===== config.mk =====
export PLATFORM = sky130hd
export DESIGN_NAME = vga_timing_gen
export DESIGN_NICKNAME = d
export VERILOG_FILES = /design/src/rtl/vga_timing_gen.sv
export SDC_FILE = /design/constraint.sdc
export NUM_CORES = 1
export LEC_CHECK = 0
export CAP_MARGIN = 20
export CORE_UTILIZATION = 45
export DETAILED_ROUTE_END_ITERATION = 7
export PLACE_DENSITY = 0.76
export SLEW_MARGIN = 20
export SYNTH_ARGS = -nofsm -noshare
export SYNTH_HDL_FRONTEND = slang
export SYNTH_SLANG_ARGS = --single-unit

===== constraint.sdc =====
create_clock -name pixel_clk -period 4.8 [get_ports pixel_clk]
set_input_delay 0.96 -clock pixel_clk [delete_from_list [all_inputs] [get_ports pixel_clk]]
set_output_delay 0.96 -clock pixel_clk [all_outputs]
set_load 0.1 [all_outputs]

===== src/rtl/vga_timing_gen.sv =====
// Parametrised video timing generator: sync/blank/coordinates/markers plus a
// four-way pixel source (grid, bars, stream with underflow tracking, solid).
module vga_timing_gen #(
  parameter int HDISP    = 800,
  parameter int HFP      = 40,
  parameter int HPULSE   = 48,
  parameter int HBP      = 40,
  parameter int VDISP    = 480,
  parameter int VFP      = 13,
  parameter int VPULSE   = 3,
  parameter int VBP      = 29,
  parameter int SYNC_POL = 0
) (
  input  logic                       pixel_clk,
  input  logic                       pixel_rst_n,
  input  logic                       enable,
  input  logic [1:0]                 mode,
  input  logic [23:0]                solid_rgb,
  input  logic [23:0]                pix_data,
  input  logic                       pix_valid,
  output logic                       pix_ready,
  output logic                       hs,
  output logic                       vs,
  output logic                       blank,
  output logic [23:0]                rgb,
  output logic [$clog2(HDISP)-1:0]   x,
  output logic [$clog2(VDISP)-1:0]   y,
  output logic                       sof,
  output logic                       sol,
  output logic                       underflow,
  input  logic                       underflow_clr
);

  localparam int HBLK   = HFP + HPULSE + HBP;
  localparam int HTOTAL = HBLK + HDISP;
  localparam int VBLK   = VFP + VPULSE + VBP;
  localparam int VTOTAL = VBLK + VDISP;
  localparam int XW     = $clog2(HDISP);
  localparam int YW     = $clog2(VDISP);
  localparam int HW     = $clog2(HTOTAL);
  localparam int VW     = $clog2(VTOTAL);

  localparam logic          SP      = (SYNC_POL != 0);
  localparam logic [HW-1:0] H_LAST  = HW'(HTOTAL - 1);
  localparam logic [HW-1:0] H_BLK   = HW'(HBLK);
  localparam logic [HW-1:0] H_SYNC0 = HW'(HFP);
  localparam logic [HW-1:0] H_SYNC1 = HW'(HFP + HPULSE);
  localparam logic [VW-1:0] V_LAST  = VW'(VTOTAL - 1);
  localparam logic [VW-1:0] V_BLK   = VW'(VBLK);
  localparam logic [VW-1:0] V_SYNC0 = VW'(VFP);
  localparam logic [VW-1:0] V_SYNC1 = VW'(VFP + VPULSE);

  logic [HW-1:0] h_p0;
  logic [VW-1:0] v_p0;
  logic [1:0]    mode_q;
  logic          active_p0;
  logic          hsync_p0;
  logic          vsync_p0;
  logic [XW-1:0] x_p0;
  logic [YW-1:0] y_p0;
  logic [23:0]   rgb_p0;
  logic          uf_set_p0;

  function automatic logic [23:0] grid_rgb(input logic [XW-1:0] xv, input logic [YW-1:0] yv);
    logic [31:0] xe;
    logic [31:0] ye;
    xe = 32'(xv);
    ye = 32'(yv);
    return ((xe[3:0] == 4'hf) || (ye[3:0] == 4'hf)) ? 24'hffffff : 24'h000000;
  endfunction

  // Bar index is the highest boundary passed; boundaries are elaboration constants.
  function automatic logic [23:0] bar_rgb(input logic [XW-1:0] xv);
    logic [31:0]    xe;
    logic [2:0]     idx;
    logic [23:0]    col;
    xe  = 32'(xv);
    idx = 3'd0;
    for (int i = 1; i < 8; i++) begin
      if (xe >= 32'(i * HDISP / 8)) idx = 3'(i);
    end
    case (idx)
      3'd0:    col = 24'hffffff;
      3'd1:    col = 24'hffff00;
      3'd2:    col = 24'h00ffff;
      3'd3:    col = 24'h00ff00;
      3'd4:    col = 24'hff00ff;
      3'd5:    col = 24'hff0000;
      3'd6:    col = 24'h0000ff;
      default: col = 24'h000000;
    endcase
    return col;
  endfunction

  // Stage p0: decode of the current counter position
  always_comb begin
    active_p0 = enable && (h_p0 >= H_BLK) && (v_p0 >= V_BLK);
    hsync_p0  = (h_p0 >= H_SYNC0) && (h_p0 < H_SYNC1);
    vsync_p0  = (v_p0 >= V_SYNC0) && (v_p0 < V_SYNC1);
    x_p0      = '0;
    y_p0      = '0;
    rgb_p0    = 24'h000000;
    if (active_p0) begin
      x_p0 = XW'(h_p0 - H_BLK);
      y_p0 = YW'(v_p0 - V_BLK);
      case (mode_q)
        2'd0:    rgb_p0 = grid_rgb(x_p0, y_p0);
        2'd1:    rgb_p0 = bar_rgb(x_p0);
        2'd2:    rgb_p0 = pix_valid ? pix_data : 24'h000000;
        default: rgb_p0 = solid_rgb;
      endcase
    end
    pix_ready = active_p0 && (mode_q == 2'd2);
    uf_set_p0 = active_p0 && (mode_q == 2'd2) && !pix_valid;
  end

  // Stage p1: registered timing and pixel outputs
  always_ff @(posedge pixel_clk or negedge pixel_rst_n) begin
    if (!pixel_rst_n) begin
      h_p0   <= '0;
      v_p0   <= '0;
      mode_q <= 2'd0;
      hs     <= ~SP;
      vs     <= ~SP;
      blank  <= 1'b0;
      rgb    <= 24'h000000;
      x      <= '0;
      y      <= '0;
      sof    <= 1'b0;
      sol    <= 1'b0;
    end else if (!enable) begin
      h_p0   <= '0;
      v_p0   <= '0;
      mode_q <= 2'd0;
      hs     <= ~SP;
      vs     <= ~SP;
      blank  <= 1'b0;
      rgb    <= 24'h000000;
      x      <= '0;
      y      <= '0;
      sof    <= 1'b0;
      sol    <= 1'b0;
    end else begin
      if (h_p0 == H_LAST) begin
        h_p0 <= '0;
        v_p0 <= (v_p0 == V_LAST) ? '0 : v_p0 + VW'(1);
      end else begin
        h_p0 <= h_p0 + HW'(1);
      end
      // Source select only changes at the frame origin so a frame never tears.
      if ((h_p0 == '0) && (v_p0 == '0)) mode_q <= mode;
      hs    <= hsync_p0 ? SP : ~SP;
      vs    <= vsync_p0 ? SP : ~SP;
      blank <= active_p0;
      rgb   <= rgb_p0;
      x     <= x_p0;
      y     <= y_p0;
      sol   <= active_p0 && (h_p0 == H_BLK);
      sof   <= active_p0 && (h_p0 == H_BLK) && (v_p0 == V_BLK);
    end
  end

  // Underflow survives enable=0; a new miss wins over a clear in the same cycle.
  always_ff @(posedge pixel_clk or negedge pixel_rst_n) begin
    if (!pixel_rst_n)       underflow <= 1'b0;
    else if (uf_set_p0)     underflow <= 1'b1;
    else if (underflow_clr) underflow <= 1'b0;
  end

endmodule


# Yosys cells after proc, flatten, opt, wreduce, memory -nomap -nowiden

Index checks and enable logic that the tools add are counted.

Add/subtract/negate cells: 4
Multiply operators: 0
Div/mod/pow operators: 0
Order comparisons: 13
Eq/ne operators: 16
Shift operators: 0
Mux-type cells: 35
Bitwise gates (word level): 0
Reduce and logical (&&, ||, !) cells: 16

Operators by type and width:

| operator                | number |
|---|---|
| $pmux W24 S7            | 1 |
| $mux W24                | 4 |
| $pmux W24 S3            | 1 |
| $mux W10                | 7 |
| $ge A10 B9 Y1 const B   | 3 |
| $mux W3                 | 8 |
| $add A10 B1 Y10 const B | 2 |
| $eq A10 B10 Y1 const B  | 2 |
| $ge A10 B10 Y1 const B  | 2 |
| $ge A10 B6 Y1 const B   | 2 |
| $ge A10 B8 Y1 const B   | 2 |
| $logic_not A10 Y1       | 2 |
| $mux W9                 | 2 |
| $eq A10 B6 Y1 const B   | 1 |
| $eq A10 B8 Y1 const B   | 1 |
| $ge A10 B4 Y1 const B   | 1 |
| $ge A10 B7 Y1 const B   | 1 |
| $lt A10 B5 Y1 const B   | 1 |
| $lt A10 B7 Y1 const B   | 1 |
| $mux W1                 | 10 |
| $sub A10 B8 Y10 const B | 1 |
| $eq A3 B3 Y1 const B    | 3 |
| $logic_and A1 B1 Y1     | 9 |
| $sub A9 B6 Y9 const B   | 1 |
| other kinds (12)        | 16 |

Bits in registers: 71
Bits in latches: 0
Memory bits (writable): 0
Bits in read-only memories: 0
Input port bits: 55
Output and inout bits: 50
Logic and storage cells: 96
Memories: 0

# Depth between registers and ports, before layout

Word-level depth: 16
Mapped depth: 9

# Worst setup path before layout

No wires, ideal clock.

Path type: input to output
Start point: in enable
End point: out pix_ready
Arrival: 2.865 ns
Data required time: 3.840 ns
Path slack: 0.975 ns
Cell stages on the path: 4
Path buffers: 2
Cell sequence: buf_1 > nand3_2 > buf_2 > nor2_1

Word-level cells in the longest chain between the ends: 3

RTL lines:

| what                              | line | text |
|---|---|---|
| start: declaration                | 16   | `input logic enable,` |
| $logic_and A1 B1 Y1 (2 in series) | 97   | `active_p0 = enable && (h_p0 >= H_BLK) && (v_p0 >= V_BLK);` |
| $logic_and A1 B1 Y1               | 113  | `pix_ready = active_p0 && (mode_q == 2'd2);` |
| end: declaration                  | 21   | `output logic pix_ready,` |

Every way passes these cells.

# Worst setup path in the final report

Same ends and word-level chain as after synthesis.

==> metrics <==
status=finished, final reports clean; H-tree levels=3; share of the yosys chip area belonging to registers=48.8%; Worst-Skew Late Latency=340 ps; IO buf count=104; Tcrit/Tclk final=68.6%; Post-synth top cells=dfrtp_1, nor2_1, nand2_1; Post-Layout Cell Count=553; Post-synth top flop=dfrtp_1; crit path DAT=2330 ps; initial antenna violation count=0; final worst path period need=3290 ps; Die Height=92.0 µm; total number of vias=3,022; top post-synthesis cells by area=dfrtp_1, o221a_2, and2_1; ANT cells=0; VDD IR max=0.147 mV; Final Power=1.14 mW; Ys Warns=0; Synth Cell Area=3640 µm²; Reg clk slew, reported paths=70 ps; Final ANT Viol Nets=0; PwrDens=233 nW/µm²; DPL Wire Length=6190 µm; post-synthesis cell count=352; row cnt=32; RSZ-0062 raised after global routing=false; setup TNS=0 ps; clk root buf=clkbuf_8; DRT Pass-1 Iters=4; Total Wirelength=8800 µm; DIE AREA=8460 µm²; count leader, synth=dfrtp_1; hold crit path type=flip-flop to flip-flop; largest net degree at the start of global routing=44; placed cell count=538; critical path fanouts, max=11; Post-Route Skew=8.04 ps; gpl congestion=0.854; post-CTS resize count=0; Die X=92.0 µm; Crit. End Element=output port; CP peak stage delay=800 ps; Achievable Freq=304 MHz; WL/cell=15.9 µm; Hold Vio Cnt, Final=0; final setup violation count=0; Setup Fix Bufs, Post-CTS=0; Yosys top cell by area=dfrtp_1; Final #Nets=511; initial core utilization=46.9%; Yosys reg bits=71; DRC violations left=0; Max stage delay cell, worst path=clkdlybuf4s50_1; CTS Buf Count=9; number of synthesized flops with an enable pin=0; GRT Total Usage=21.7%; first-pass GRT wire length=14,400 µm; Yosys cell types=62; Lkg Pwr=2.08 nW; fill count=633; CTS tree=built; Worst-Margin Slew=1020 ps; DR iter-0 viols=166; gr ovfl total=0; syn avg cell area=10.4 µm²; # hold bufs at CTS=0; CP cell instances=clkdlybuf4s50_1 -> nand3_2 -> nor2_1 -> buf_4; startpoint types=primary input; Slew Viols, Final=0; category of the most critical setup path=primary input to output port; Max Cap Violations=0; Req. time, crit path=3840 ps; Net Count, Synth=416; fraction of final layout cells with drive strength greater than 1=12.0%; buffer depth of the longest clock path=2; share of the synthesized area in the top cell type=47.4%; Core ar.=7770 µm²; Vias/cell=5.46; # IOs=105; dpl ws=1520 ps; Rel. slew slack=31.8%; area grow syn2layout=34.2%; CTS Sinks=71; ys async rst share=100%; final setup margin=1510 ps; vias in the first global route=2,855
cells by family after synthesis:
logic type,after synthesis,synth area share [%]
xor+xnor,16,3.84
flops,71,48.8
fa+ha+maj,9,3.09
compound gates,72,17.4
mux,5,1.37
simple gates,146,21.4
buf+inv,33,4.02
critical path: cells and delay by family:
kind | cells | cell delay (ps)
buffers and inverters | 2 | 1100
AND/OR/NAND/NOR | 2 | 270
path summary, 6_finish.rpt:
path / start / end / slack, ps / cells past startpoint
worst min-delay path: underflow / underflow / 530 / 2
worst max register to register: h_p0[7] / rgb[6] / 2060 / 6
worst min register to register: underflow / underflow / 530 / 2
min in group asynchronous: pixel_rst_n / rgb[6] / 770 / 1
max in group asynchronous: pixel_rst_n / hs / 3040 / 2
worst max-delay path: enable / pix_ready / 1510 / 4
registers in the layout (all words and copies together) (netlist names), 2 cells and up:
| signal | flops |
|---|---|
| rgb | 24 |
| y | 9 |
| mode_q | 2 |
| h_p0 | 10 |
| x | 10 |
| v_p0 | 10 |
cells in the final DEF, fill, tap and decap left out, types with 3 or more instances in the layout:
cell	synthesis	routed
clkdlybuf4s50_1	0	102
dfrtp_1	69	69
nor2_1	38	38
nand2_1	32	32
and2_1	24	24
o21ai_0	16	16
o221a_2	16	16
clkbuf_8	0	10
inv_1	9	9
xnor2_1	9	9
ha_1	9	9
a311oi_1	8	8
xor2_1	7	7
nand3_1	7	7
a21oi_1	5	5
nand2b_1	5	5
nor2b_1	5	5
mux2i_1	5	5
or3_1	4	4
nor3_1	4	4
and3_1	4	4
clkinvlp_4	0	4
buf_4	0	4
nand4b_1	3	3
layout make-up:
class	instances	area (µm²)	area share, %
Clock buffer	10	138	2.81
Clock inverter	5	35.0	0.716
Inverter	10	37.5	0.767
Multi-Input combinational cell	248	1720	35.1
Sequential cell	71	1780	36.4
Tap cell	102	128	2.61
Timing Repair Buffer	107	1060	21.6
metal layers:
layer / track usage, % / wire [µm] / up-vias
met5: 0 / 0 / -
met4: 7.42 / 104 / 0
met3: 4.39 / 581 / 9
met2: 33.6 / 3980 / 123
met1: 30.3 / 4130 / 1446
li1: - / - / 1444
through the flow:
| stage | cell area (µm²) | hold slack, ps | util, % |
|---|---|---|---|
| 3_3_place_gp | 4720 | 501 | 60.8 |
| 5_1_grt | 4890 | 579 | 63.0 |
| 4_1_cts | 4890 | 533 | 63.0 |
| 3_5_place_dp | 4720 | 518 | 60.8 |
| 2_1_floorplan | 3640 | 498 | - |
| 6_report | 4890 | 534 | 63.0 |
report_power, final:
part	switching [mW]	leakage, nW	internal, mW	total (mW)
registers	0.00822	0.980	0.602	0.610
logic	0.0494	1.02	0.0590	0.108
clock network	0.223	0.0764	0.197	0.421
(Power assumes the default switching activity.)
==> patch: new RTL, same settings <==
Put one more register stage on the output `rgb`, without a reset. The value now appears one clock later. The other outputs are not delayed to match.
--- a/src/rtl/vga_timing_gen.sv
+++ b/src/rtl/vga_timing_gen.sv
@@ -51,2 +51,4 @@
   localparam logic [VW-1:0] V_SYNC1 = VW'(VFP + VPULSE);
+
+  logic [23:0] rgb_s0;
 
@@ -125,3 +127,3 @@
       blank  <= 1'b0;
-      rgb    <= 24'h000000;
+      rgb_s0 <= 24'h000000;
       x      <= '0;
@@ -137,3 +139,3 @@
       blank  <= 1'b0;
-      rgb    <= 24'h000000;
+      rgb_s0 <= 24'h000000;
       x      <= '0;
@@ -154,3 +156,3 @@
       blank <= active_p0;
-      rgb   <= rgb_p0;
+      rgb_s0 <= rgb_p0;
       x     <= x_p0;
@@ -169,2 +171,6 @@
 
+  always_ff @(posedge pixel_clk) begin
+    rgb <= rgb_s0;
+  end
+
 endmodule
Function: same outputs for any inputs over 10 cycles, from zero or initial values and one cycle with pixel_rst_n low; that may be too few to reach the edited logic, so the function may still have changed.
==> patch against the original RTL <==
Synthesized area is 21% higher. Critical endpoint unchanged. Total power is 26% higher. Final area is 15% higher. Global-route usage is 0.17 points lower. Maximum frequency is 7.3% lower. Wire length is 17% higher. Setup slack worse by 0.26 ns. Cell count is 14% higher. Sequential cell count is 24 higher. Combinational power is 5% lower. Worst hold slack worse by 0.19 ns. Largest power group unchanged.
==> patch: results (changes against the original RTL) <==
{| class="wikitable"
! Metric !! Value
|-
| Power dissipated by switching net loads || 347 uW (+24%)
|-
| Sequential area share after synthesis || 51.3% (+2.5 points)
|-
| Switching share of power || 24.2% (-0.43 points)
|-
| Capturing point of the worst reg2reg path || rgb_s0[16]
|-
| Aggregate global-route resource usage || 21.5% (-0.17 points)
|-
| X dimension of the die || 101 um (+9.7%)
|-
| Placed Cells incl. Taps || 612 (+14%)
|-
| Least-Margin Pin Slew || 0.999 ns (-0.0206 ns)
|-
| Net count reported at finish || 559 (+9.4%)
|-
| Inverters, non-clock || 12 (+2)
|-
| Number of standard cells in the final layout excluding fillers || 628 (+14%)
|-
| WHS Path Cells || 0 (-2)
|-
| CP max stage delay || 0.72 ns (-0.08 ns)
|-
| Clock buffer cells || 11 (+1)
|-
| Later-pin clock latency in the skew report || 0.36 ns (+0.02 ns)
|-
| Status || complete, no violations
|-
| Non-CTS buffers || 108 (+0.93%)
|-
| Clock Skews || 0.0184 ns (+0.0104 ns)
|-
| Metal1 wirelength || 4520 um (+9.4%)
|-
| Global routing met1 resource utilization || 27.4% (-2.9 points)
|-
| Arithmetic-cell share of the synthesized area counting full adders, half adders and majority gates || 2.84% (-0.25 points)
|-
| Async SR Flop Fraction || 74.7% (-25 points)
|-
| Post-synthesis register bit count || 95 (+34%)
|-
| Maximum resistive drop on vdd || 0.000119 V (-19%)
|-
| R2r worst-path depth || 7 (+1)
|}
## patch: changes by cell type after synthesis, moves of 8 or more
cell	change
sky130_fd_sc_hd__a211oi_1	+23
sky130_fd_sc_hd__o221a_1	+8
sky130_fd_sc_hd__a211oi_2	+8
sky130_fd_sc_hd__a311oi_1	-8
sky130_fd_sc_hd__o211ai_1	+8
sky130_fd_sc_hd__and2_1	-11
sky130_fd_sc_hd__o221a_2	-16
sky130_fd_sc_hd__dfxtp_1	+24
## patch: per-stage QoR
stage,hold WS [ns],instance area (um^2),util [%]
floorplan,0.324,4400,-
global route,0.355,5650,60.3
CTS,0.346,5650,60.2
detailed placement,0.327,5450,58.1
global placement,0.325,5450,58.1
finish,0.346,5650,60.3
## patch: worst max path at each step
stage,end,start
after floorplan,pix_ready,v_p0[0]
after global placement,pix_ready,enable
after detailed placement,pix_ready,enable
after CTS,pix_ready,enable
after global routing,pix_ready,enable
final,pix_ready,enable
